--- config.mk ---
export PLATFORM = sky130hd
export DESIGN_NAME = alu_cmd_sequencer_flat
export DESIGN_NICKNAME = d
export VERILOG_FILES = /design/src/rtl/alu_cmd_sequencer_if.sv /design/src/rtl/alu_cmd_sequencer.sv /design/src/flat_wrapper.sv
export SDC_FILE = /design/constraint.sdc
export NUM_CORES = 1
export LEC_CHECK = 0
export CAP_MARGIN = 20
export CORE_ASPECT_RATIO = 0.7
export CORE_MARGIN = 2
export CORE_UTILIZATION = 55
export CTS_BUF_LIST = sky130_fd_sc_hd__clkbuf_4
export DETAILED_ROUTE_END_ITERATION = 10
export GPL_ROUTABILITY_DRIVEN = 0
export GPL_TIMING_DRIVEN = 0
export PLACE_DENSITY_LB_ADDON = 0.3
export RECOVER_POWER = 50
export SLEW_MARGIN = 20
export SYNTH_ARGS = -nofsm -noshare
export SYNTH_HDL_FRONTEND = slang
export SYNTH_SLANG_ARGS = --single-unit
--- constraint.sdc ---
create_clock -name clk -period 4.8 [get_ports clk]
set_input_delay 0.72 -clock clk [delete_from_list [all_inputs] [get_ports clk]]
set_output_delay 0.72 -clock clk [all_outputs]
set_load 0.01 [all_outputs]
--- src/rtl/alu_cmd_sequencer_if.sv ---
// Bus bundle between the ALU command sequencer and its environment.
// slave = the sequencer; master = upstream producer, ALU and result consumer.
interface alu_cmd_sequencer_if;
  logic       cmd_valid;
  logic       cmd_ready;
  logic [2:0] cmd_op;
  logic [7:0] cmd_a;
  logic [7:0] cmd_b;
  logic       cmd_chain;

  logic       alu_on;
  logic [2:0] alu_in_selector;
  logic [7:0] alu_num1;
  logic [7:0] alu_num2;
  logic [6:0] alu_out_selector;
  logic [7:0] alu_result;
  logic [1:0] alu_state;

  logic       res_valid;
  logic       res_ready;
  logic [7:0] res_data;
  logic       res_error;

  modport slave (
    input  cmd_valid, cmd_op, cmd_a, cmd_b, cmd_chain,
    input  alu_result, alu_state, res_ready,
    output cmd_ready, alu_on, alu_in_selector, alu_num1, alu_num2,
    output alu_out_selector, res_valid, res_data, res_error
  );

  modport master (
    output cmd_valid, cmd_op, cmd_a, cmd_b, cmd_chain,
    output alu_result, alu_state, res_ready,
    input  cmd_ready, alu_on, alu_in_selector, alu_num1, alu_num2,
    input  alu_out_selector, res_valid, res_data, res_error
  );
endinterface

--- src/rtl/alu_cmd_sequencer.sv ---
// Command front-end for the 8-bit ALU: FIFO-buffers requests, issues them one
// at a time, captures the result after the ALU's one-cycle latency.
module alu_cmd_sequencer #(
  parameter int unsigned DEPTH = 4,
  parameter int unsigned PTR_W = 2
) (
  input logic                 clk,
  input logic                 rst,
  alu_cmd_sequencer_if.slave  bus
);

  localparam logic [1:0] S_IDLE  = 2'd0;
  localparam logic [1:0] S_ISSUE = 2'd1;
  localparam logic [1:0] S_WAIT  = 2'd2;
  localparam logic [1:0] S_RESP  = 2'd3;

  localparam int unsigned    ENTRY_W    = 20;
  localparam logic [2:0]     OP_ILLEGAL = 3'd7;
  localparam logic [PTR_W:0] FULL_CNT   = (PTR_W + 1)'(DEPTH);

  logic [ENTRY_W-1:0] r_mem [DEPTH];
  logic [PTR_W-1:0]   r_wptr;
  logic [PTR_W-1:0]   r_rptr;
  logic [PTR_W:0]     r_count;

  logic [1:0] r_state;
  logic       r_alu_on;
  logic [7:0] r_num1;
  logic [7:0] r_num2;
  logic [6:0] r_out_sel;
  logic [7:0] r_last;
  logic [7:0] r_res_data;
  logic       r_res_error;

  logic               w_full;
  logic               w_empty;
  logic               w_push;
  logic               w_pop;
  logic [ENTRY_W-1:0] w_head;
  logic [2:0]         w_head_op;
  logic [7:0]         w_head_a;
  logic [7:0]         w_head_b;
  logic               w_head_chain;
  logic [6:0]         w_head_sel;

  assign w_full  = (r_count == FULL_CNT);
  assign w_empty = (r_count == '0);
  assign w_push  = bus.cmd_valid && !w_full;
  assign w_pop   = (r_state == S_IDLE) && !w_empty;
  assign w_head  = r_mem[r_rptr];
  assign {w_head_op, w_head_a, w_head_b, w_head_chain} = w_head;

  always_comb begin
    w_head_sel = '0;
    case (w_head_op)
      3'd0:    w_head_sel = 7'b1000000;
      3'd1:    w_head_sel = 7'b0100000;
      3'd2:    w_head_sel = 7'b0001000;
      3'd3:    w_head_sel = 7'b0010000;
      3'd4:    w_head_sel = 7'b0000100;
      3'd5:    w_head_sel = 7'b0000010;
      3'd6:    w_head_sel = 7'b0000001;
      default: w_head_sel = '0;
    endcase
  end

  always_ff @(posedge clk) begin
    if (w_push) begin
      r_mem[r_wptr] <= {bus.cmd_op, bus.cmd_a, bus.cmd_b, bus.cmd_chain};
    end
  end

  always_ff @(posedge clk or negedge rst) begin
    if (!rst) begin
      r_wptr  <= '0;
      r_rptr  <= '0;
      r_count <= '0;
    end else begin
      if (w_push) r_wptr <= r_wptr + 1'b1;
      if (w_pop)  r_rptr <= r_rptr + 1'b1;
      case ({w_push, w_pop})
        2'b10:   r_count <= r_count + 1'b1;
        2'b01:   r_count <= r_count - 1'b1;
        default: r_count <= r_count;
      endcase
    end
  end

  // Operands are latched at pop so they are already stable throughout ISSUE.
  always_ff @(posedge clk or negedge rst) begin
    if (!rst) begin
      r_state     <= S_IDLE;
      r_alu_on    <= 1'b0;
      r_num1      <= '0;
      r_num2      <= '0;
      r_out_sel   <= '0;
      r_last      <= '0;
      r_res_data  <= '0;
      r_res_error <= 1'b0;
    end else begin
      r_alu_on <= 1'b1;
      case (r_state)
        S_IDLE: begin
          if (w_pop) begin
            if (w_head_op == OP_ILLEGAL) begin
              r_res_data  <= '0;
              r_res_error <= 1'b1;
              r_state     <= S_RESP;
            end else begin
              r_num1    <= w_head_chain ? r_last : w_head_a;
              r_num2    <= w_head_b;
              r_out_sel <= w_head_sel;
              r_state   <= S_ISSUE;
            end
          end
        end
        S_ISSUE: r_state <= S_WAIT;
        S_WAIT: begin
          r_res_data  <= bus.alu_result;
          r_last      <= bus.alu_result;
          r_res_error <= (bus.alu_state == 2'b11);
          r_state     <= S_RESP;
        end
        S_RESP: begin
          if (bus.res_ready) r_state <= S_IDLE;
        end
        default: r_state <= S_IDLE;
      endcase
    end
  end

  assign bus.cmd_ready        = !w_full;
  assign bus.alu_on           = r_alu_on;
  assign bus.alu_in_selector  = (r_state == S_ISSUE) ? 3'b010 : 3'b001;
  assign bus.alu_num1         = r_num1;
  assign bus.alu_num2         = r_num2;
  assign bus.alu_out_selector = r_out_sel;
  assign bus.res_valid        = (r_state == S_RESP);
  assign bus.res_data         = r_res_data;
  assign bus.res_error        = r_res_error;

endmodule

--- src/flat_wrapper.sv ---
// flat-port wrapper written by rule: the top's interface ports become plain ports
module alu_cmd_sequencer_flat 
#(
  parameter int unsigned DEPTH = 4,
  parameter int unsigned PTR_W = 2
)
  (clk, rst, bus_cmd_valid, bus_cmd_op, bus_cmd_a, bus_cmd_b, bus_cmd_chain, bus_alu_result, bus_alu_state, bus_res_ready, bus_cmd_ready, bus_alu_on, bus_alu_in_selector, bus_alu_num1, bus_alu_num2, bus_alu_out_selector, bus_res_valid, bus_res_data, bus_res_error);
  alu_cmd_sequencer_if bus_i ();
  input logic clk;
  input logic rst;
  input wire logic [$bits(bus_i.cmd_valid)-1:0] bus_cmd_valid;
  input wire logic [$bits(bus_i.cmd_op)-1:0] bus_cmd_op;
  input wire logic [$bits(bus_i.cmd_a)-1:0] bus_cmd_a;
  input wire logic [$bits(bus_i.cmd_b)-1:0] bus_cmd_b;
  input wire logic [$bits(bus_i.cmd_chain)-1:0] bus_cmd_chain;
  input wire logic [$bits(bus_i.alu_result)-1:0] bus_alu_result;
  input wire logic [$bits(bus_i.alu_state)-1:0] bus_alu_state;
  input wire logic [$bits(bus_i.res_ready)-1:0] bus_res_ready;
  output wire logic [$bits(bus_i.cmd_ready)-1:0] bus_cmd_ready;
  output wire logic [$bits(bus_i.alu_on)-1:0] bus_alu_on;
  output wire logic [$bits(bus_i.alu_in_selector)-1:0] bus_alu_in_selector;
  output wire logic [$bits(bus_i.alu_num1)-1:0] bus_alu_num1;
  output wire logic [$bits(bus_i.alu_num2)-1:0] bus_alu_num2;
  output wire logic [$bits(bus_i.alu_out_selector)-1:0] bus_alu_out_selector;
  output wire logic [$bits(bus_i.res_valid)-1:0] bus_res_valid;
  output wire logic [$bits(bus_i.res_data)-1:0] bus_res_data;
  output wire logic [$bits(bus_i.res_error)-1:0] bus_res_error;
  assign bus_i.cmd_valid = bus_cmd_valid;
  assign bus_i.cmd_op = bus_cmd_op;
  assign bus_i.cmd_a = bus_cmd_a;
  assign bus_i.cmd_b = bus_cmd_b;
  assign bus_i.cmd_chain = bus_cmd_chain;
  assign bus_i.alu_result = bus_alu_result;
  assign bus_i.alu_state = bus_alu_state;
  assign bus_i.res_ready = bus_res_ready;
  assign bus_cmd_ready = bus_i.cmd_ready;
  assign bus_alu_on = bus_i.alu_on;
  assign bus_alu_in_selector = bus_i.alu_in_selector;
  assign bus_alu_num1 = bus_i.alu_num1;
  assign bus_alu_num2 = bus_i.alu_num2;
  assign bus_alu_out_selector = bus_i.alu_out_selector;
  assign bus_res_valid = bus_i.res_valid;
  assign bus_res_data = bus_i.res_data;
  assign bus_res_error = bus_i.res_error;
  alu_cmd_sequencer #(.DEPTH(DEPTH), .PTR_W(PTR_W)) u_core (.clk(clk), .rst(rst), .bus(bus_i));
endmodule
==> impl_metrics.toml, run 1 <==
[grt]
grt_pass1_wl_mm = 14.5
globalRouteMet2Util_pct = 27.9
grt_use_met3_pct = 6.64
antenna_found_initial = 0
grt_use_met1_pct = 27.5
grt-ovfl-total = 0
grt-busiest-layer = "met2"
grt_usage_pct = 19.3
first_global_vias = 2771
grt_max_degree = 51

[worst_setup_path]
cp.depth = 8
reg2reg_depth = 8
path_cells = "o31ai_1 > clkinv_1 > ha_1 > inv_1 > fa_1 > xor2_1 > nor2_1 > xor2_1"
endpoint = "u_core.r_count[2]"
cp_common_cell = "xor2_1"
startpoint_type = "register"
crit_fanout = 8
r2r_slack_ns = 1.51
cp.arrival_ns = 3.70
end_kind = "register"
crit_family = "compound AO/OA/AOI/OAI gates"
crit_slowest_cell = "o31ai_1"
critPathMaxStageDelay_ns = 1.02
cp_num_buf_inv = 2
cp-startpoint = "u_core.r_count[0]"
crit_type = "reg -> reg"
cp.required_ns = 5.21
r2r_start = "u_core.r_count[0]"
rr_endpoint = "u_core.r_count[2]"

[floorplanning]
start_util_pct = 55.7
core_um2 = 9570
dieWidth_um = 122
die_area_um2 = 10500
dieHeight_um = 86.3
rows = 30
top_level_ports = 72

[clocking]
tritoncts = "built"
postCtsHoldBufs = 0
cts_root_buf = "clkbuf_4"
cts_buffers = 17
clock-sinks = 130
clockBufferDepth = 2
cts-resized-gates = 0
clk_latency_ns = 0.53
htree_levels = 4
cts_setup_buffers = 0
cts.clk_slew.worst_paths_ns = 0.11

[final_layout]
final_cell_mix = "edfxtp_1 (80), dfrtp_1 (50), clkdlybuf4s50_1 (49), inv_1 (21)"
n_antenna_cell = 0
fillers = 677
drive_gt1_share_pct = 20.1
multiInputGateArea_um2 = 1490
final_common_cell = "edfxtp_1"
final_util_pct = 67.7
syn_to_final_growth_pct = 21.6
fin_nets = 426
regArea_um2 = 3650

[timing]
finalWorstPathRequiredPeriod_ns = 3.29
rsz0062_at_grt = "no"
setup_viol = 0
period_share_pct = 68.6
max_freq_mhz = 304
fin_tns_setup_ns = 0
hold_viol_final = 0
worst_pin_slew_ns = 2.77
skew_ns = 0.0144
relSlewSlack_pct = -84.8
drv_slew = 51

[hold_path]
hold_class = "reg -> reg"

[pwr]
p_leak_nw = 2.53
powerDensity_nw_per_um2 = 661
worst_ir_drop_vdd_uv = 342

[synth]
synth_top_area_share_pct = 45.1
async_reset_ff_share_pct = 38.5
ys_warn_count = 0
synth_seq_cells = 130
synth.area.top_cells = "edfxtp_1 (45%), dfrtp_1 (23%), mux2_4 (5.4%)"
syn_inst = 292
ys.flop_type = "edfxtp_1"
synth_edf_count = 80
avgSynthCellArea_um2 = 18.2
synth_fp_nets = 337
yosysSeqAreaShare_pct = 68.6
synth_top_area_cell = "edfxtp_1"
synth_cell_types = 39
syn_area_um2 = 5330

[detailed_routing]
finalWirelength_mm = 9.23
wire_per_inst_um = 17.7
vias = 2772
viasPerCell = 5.31
ant_nets = 0
first_iter_violations = 211
drc_errors = 0
dr.pass1.iters = 6

[status]
violations = "max-capacitance violations, max-slew violations"
status = "finished with violations"

[placed_design]
dp_hpwl_mm = 5.84
io_buffers = 70

[run]
drv_cap = 1
## through the flow
step / area (µm²) / instances / hold slack [ns] / power [mW] / setup WS [ns]
3_5_place_dp: 6190 / 490 / 0.473 / 3.53 / 2.20
3_3_place_gp: 6190 / 490 / 0.471 / 3.48 / 1.51
5_1_grt: 6480 / 522 / 0.517 / 4.55 / 1.24
2_1_floorplan: 5330 / 292 / 0.424 / 2.93 / 2.61
6_report: 6480 / 522 / 0.500 / 4.28 / 1.51
4_1_cts: 6500 / 522 / 0.214 / 4.35 / 2.09
## sequential cells by signal, summed over array words and instances, names as in the netlist, 3 cells and up
name and cells:
u_core.r_last 8, u_core.bus.alu_num1 8, u_core.bus.res_data 8, u_core.bus.alu_num2 8
u_core.r_count 3, u_core.bus.alu_out_selector 7, u_core.r_mem 80
## Yosys cell counts, types with 2 or more instances
cell	count
ha_1	10
a41oi_2	2
mux4_1	9
inv_1	21
edfxtp_1	80
mux2_4	19
dfrtp_1	50
xnor2_1	4
nand2_1	14
and3_1	4
a32o_1	3
nor2_1	6
buf_6	3
mux2_2	6
mux2i_1	3
buf_2	4
o21ai_0	8
o2bb2ai_1	8
clkbuf_1	2
nor2b_1	3
xor2_1	2
a2bb2oi_1	3
conb_1	2
mux4_2	11
## logic make-up after synthesis
| group | share of synthesized area (%) |
|---|---|
| DFF | 68.6 |
| muxes | 16.3 |
| buffers and inverters | 3.29 |
| AOI/OAI and AO/OA | 5.40 |
| and+or+nand+nor | 2.61 |
| adders and majority gates | 2.72 |
| xor gates and xnor gates | 0.986 |
| other | 0.141 |
## worst reg2reg max path, stage by stage (launching register included)
cell and delay (ns):
dfrtp_1 0.44, o31ai_1 1.02, clkinv_1 0.68, ha_1 0.43, inv_1 0.08, fa_1 0.17, xor2_1 0.14, nor2_1 0.07
xor2_1 0.15
## power breakdown
part / internal (mW) / switching [mW]
registers: 1.55 / 0.161
logic: 0.963 / 0.800
clock network: 0.425 / 0.384
total: 2.94 / 1.34
## worst min-delay path by stage
stage,depth (start not counted),to,from
5_1_grt,1,u_core.bus.res_data[4],u_core.bus.res_data[4]
6_report,1,u_core.bus.res_data[6],u_core.bus.res_data[6]
4_1_cts,1,u_core.bus.res_data[0],rst
3_3_place_gp,1,u_core.bus.res_data[4],u_core.bus.res_data[4]
2_1_floorplan,0,u_core.bus.alu_num1[0],rst
3_5_place_dp,1,u_core.bus.res_data[6],u_core.bus.res_data[6]
## layout make-up
cell class	count	share of cell area [%]
Multi-Input combinational cell	128	22.9
Tap cell	128	2.47
Sequential cell	130	56.4
Clock inverter	12	2.51
Timing Repair Buffer	70	10.7
Inverter	22	1.27
Clock buffer	20	2.32
Buffer	12	1.41
## routing by layer
| layer | part of all wire, % | vias to the layer above |
|---|---|---|
| li1 | - | 1295 |
| met1 | 48 | 1381 |
| met4 | 1.6 | 0 |
| met3 | 6.6 | 13 |
| met5 | 0 | - |
| met2 | 44 | 83 |
Note: power is estimated with default switching activity, not from simulation.
==> run 2: changes to the inputs <==
- CORE_UTILIZATION: 55 -> 51
- clock period: 4.8 -> 2.7 ns (I/O delays scaled with it)
==> run 2 against run 1 <==
The flow now finishes without violations; final cell count increased by 1.5%; register-to-register slack worse by 1.2 ns; sequential power increased by 78%; clock-buffer cell count rose by 3; sequential share of layout area shrank 0.13 points; routed wire length grew 2.1%; flip-flop and latch count is the same; total power grew 77%; cell area is 0.23% higher; utilization fell by 4.3 points; via count grew 0.79%; die area grew 7.5%; largest cell class unchanged.
==> impl_metrics.toml, run 2 (synthesized netlist as in run 1, its figures left out) <==
[placed_design]
dpl-instance-area_um2 = 6190
dp_hpwl_mm = 6.07
pre_cts_ws_ns = 0.324
dp.cells = 494
io_buffers = 70

[worst_setup_path]
cp-startpoint = "u_core.r_count[1]"
crit_slowest_cell = "o31ai_4"
cp.arrival_ns = 2.86
crit_fanout = 8
endpoint = "u_core.r_count[1]"
r2r_start = "u_core.r_count[1]"
crit_family = "adder cells"
startpoint_type = "register"
rr_endpoint = "u_core.r_count[1]"
crit_type = "reg -> reg"
cp.required_ns = 3.15
path_cells = "o31ai_4 > clkinv_1 > ha_1 > inv_1 > fa_1 > mux2i_1"
critPathMaxStageDelay_ns = 0.51
reg2reg_depth = 6
r2r_slack_ns = 0.29
cp_num_buf_inv = 2
cp.depth = 6
end_kind = "register"

[pwr]
worst_ir_drop_vdd_uv = 552
p_leak_nw = 2.53
powerDensity_nw_per_um2 = 1170

[detailed_routing]
vias = 2794
ant_nets = 0
wire_per_inst_um = 17.8
dr.pass1.iters = 4
finalWirelength_mm = 9.43
first_iter_violations = 163
viasPerCell = 5.27
drc_errors = 0

[final_layout]
fillers = 739
fin_nets = 427
regArea_um2 = 3650
final_common_cell = "edfxtp_1"
top_register = "u_core.r_mem"
final_cell_area_um2 = 6490
syn_to_final_growth_pct = 21.9
drive_gt1_share_pct = 20.5
final_cell_mix = "edfxtp_1 (80), dfrtp_1 (50), clkdlybuf4s50_1 (49), clkbuf_4 (23)"
layout.cells.non_filler = 530
largest_reg_flops = 80
multiInputGateArea_um2 = 1500

[timing]
worst_slack_ns = 0.289
hold_viol_final = 0
period_share_pct = 89.3
setup_viol = 0
fin_tns_setup_ns = 0
max_freq_mhz = 415
relSlewSlack_pct = 17.2
drv_slew = 0
skew_ns = 0.0178
finalWorstPathRequiredPeriod_ns = 2.41
rsz0062_at_grt = "no"
worst_pin_slew_ns = 1.24
whs_ns = 0.469

[floorplanning]
core_um2 = 10200
top_level_ports = 72
die_area_um2 = 11300
rows = 31
dieWidth_um = 126
start_util_pct = 52.0
dieHeight_um = 89.5

[clocking]
htree_levels = 4
clk_latency_ns = 0.52
cts-resized-gates = 0
cts.clk_slew.worst_paths_ns = 0.10
clockBufferDepth = 2
tritoncts = "built"
cts_root_buf = "clkbuf_4"
clock-sinks = 130
cts_buffers = 17

[grt]
grt_usage_pct = 18.2
antenna_found_initial = 3
grt_max_degree = 51
grt-ovfl-total = 0
first_global_vias = 2817
grt_pass1_wl_mm = 14.9

[run]
drv_cap = 0

[hold_path]
worstHoldStart = "bus_alu_result[2]"
hold_class = "in -> reg"

[status]
status = "finished, final reports clean"
run 2: stage by stage:
stage,utilization (%),total power [mW]
after floorplan,-,5.21
after global routing,63.4,8.02
final,63.4,7.57
after detailed placement,60.5,6.30
after CTS,63.4,7.66
after global placement,60.5,6.19
run 2: metal layers:
metal / global-route usage [%] / routed length [µm] / up-vias
met5: 0 / 0 / -
met4: 7.49 / 180 / 0
met3: 5.63 / 639 / 14
met2: 28.3 / 4270 / 96
met1: 24.4 / 4340 / 1383
li1: - / - / 1301
run 2: layout make-up:
class | count | area share (%)
Buffer | 12 | 1.41
Tap cell | 132 | 2.54
Multi-Input combinational cell | 128 | 23.1
Timing Repair Buffer | 71 | 10.9
Inverter | 22 | 1.27
Sequential cell | 130 | 56.3
Clock buffer | 23 | 2.66
Antenna cell | 3 | 0.116
Clock inverter | 9 | 1.81
run 2: worst min path at each step:
stage / slack [ns] / endpoint / cells past startpoint
floorplan: 0.11 / u_core.bus.alu_num1[0] / 0
global placement: 0.47 / u_core.bus.res_data[5] / 1
detailed placement: 0.47 / u_core.bus.res_data[3] / 1
CTS: 0.45 / u_core.bus.res_data[2] / 3
global route: 0.46 / u_core.bus.res_data[2] / 3
finish: 0.47 / u_core.bus.res_data[2] / 3
run 2: timing repair:
item                      CTS  global route
hold buffers                1             0
hold endpoints to repair   50             0
buffers inserted            0             0
run 2: worst reg2reg max path, cell delays in order (launching register included):
cell and delay (ns):
dfrtp_1 0.44, o31ai_4 0.51, clkinv_1 0.42, ha_1 0.35
inv_1 0.07, fa_1 0.41, mux2i_1 0.14
run 2: report_power, final:
group          switching, mW  leakage, nW  internal (mW)
Sequential             0.294         1.34           2.76
Combinational           1.45         1.02           1.72
Clock                  0.657        0.167          0.693
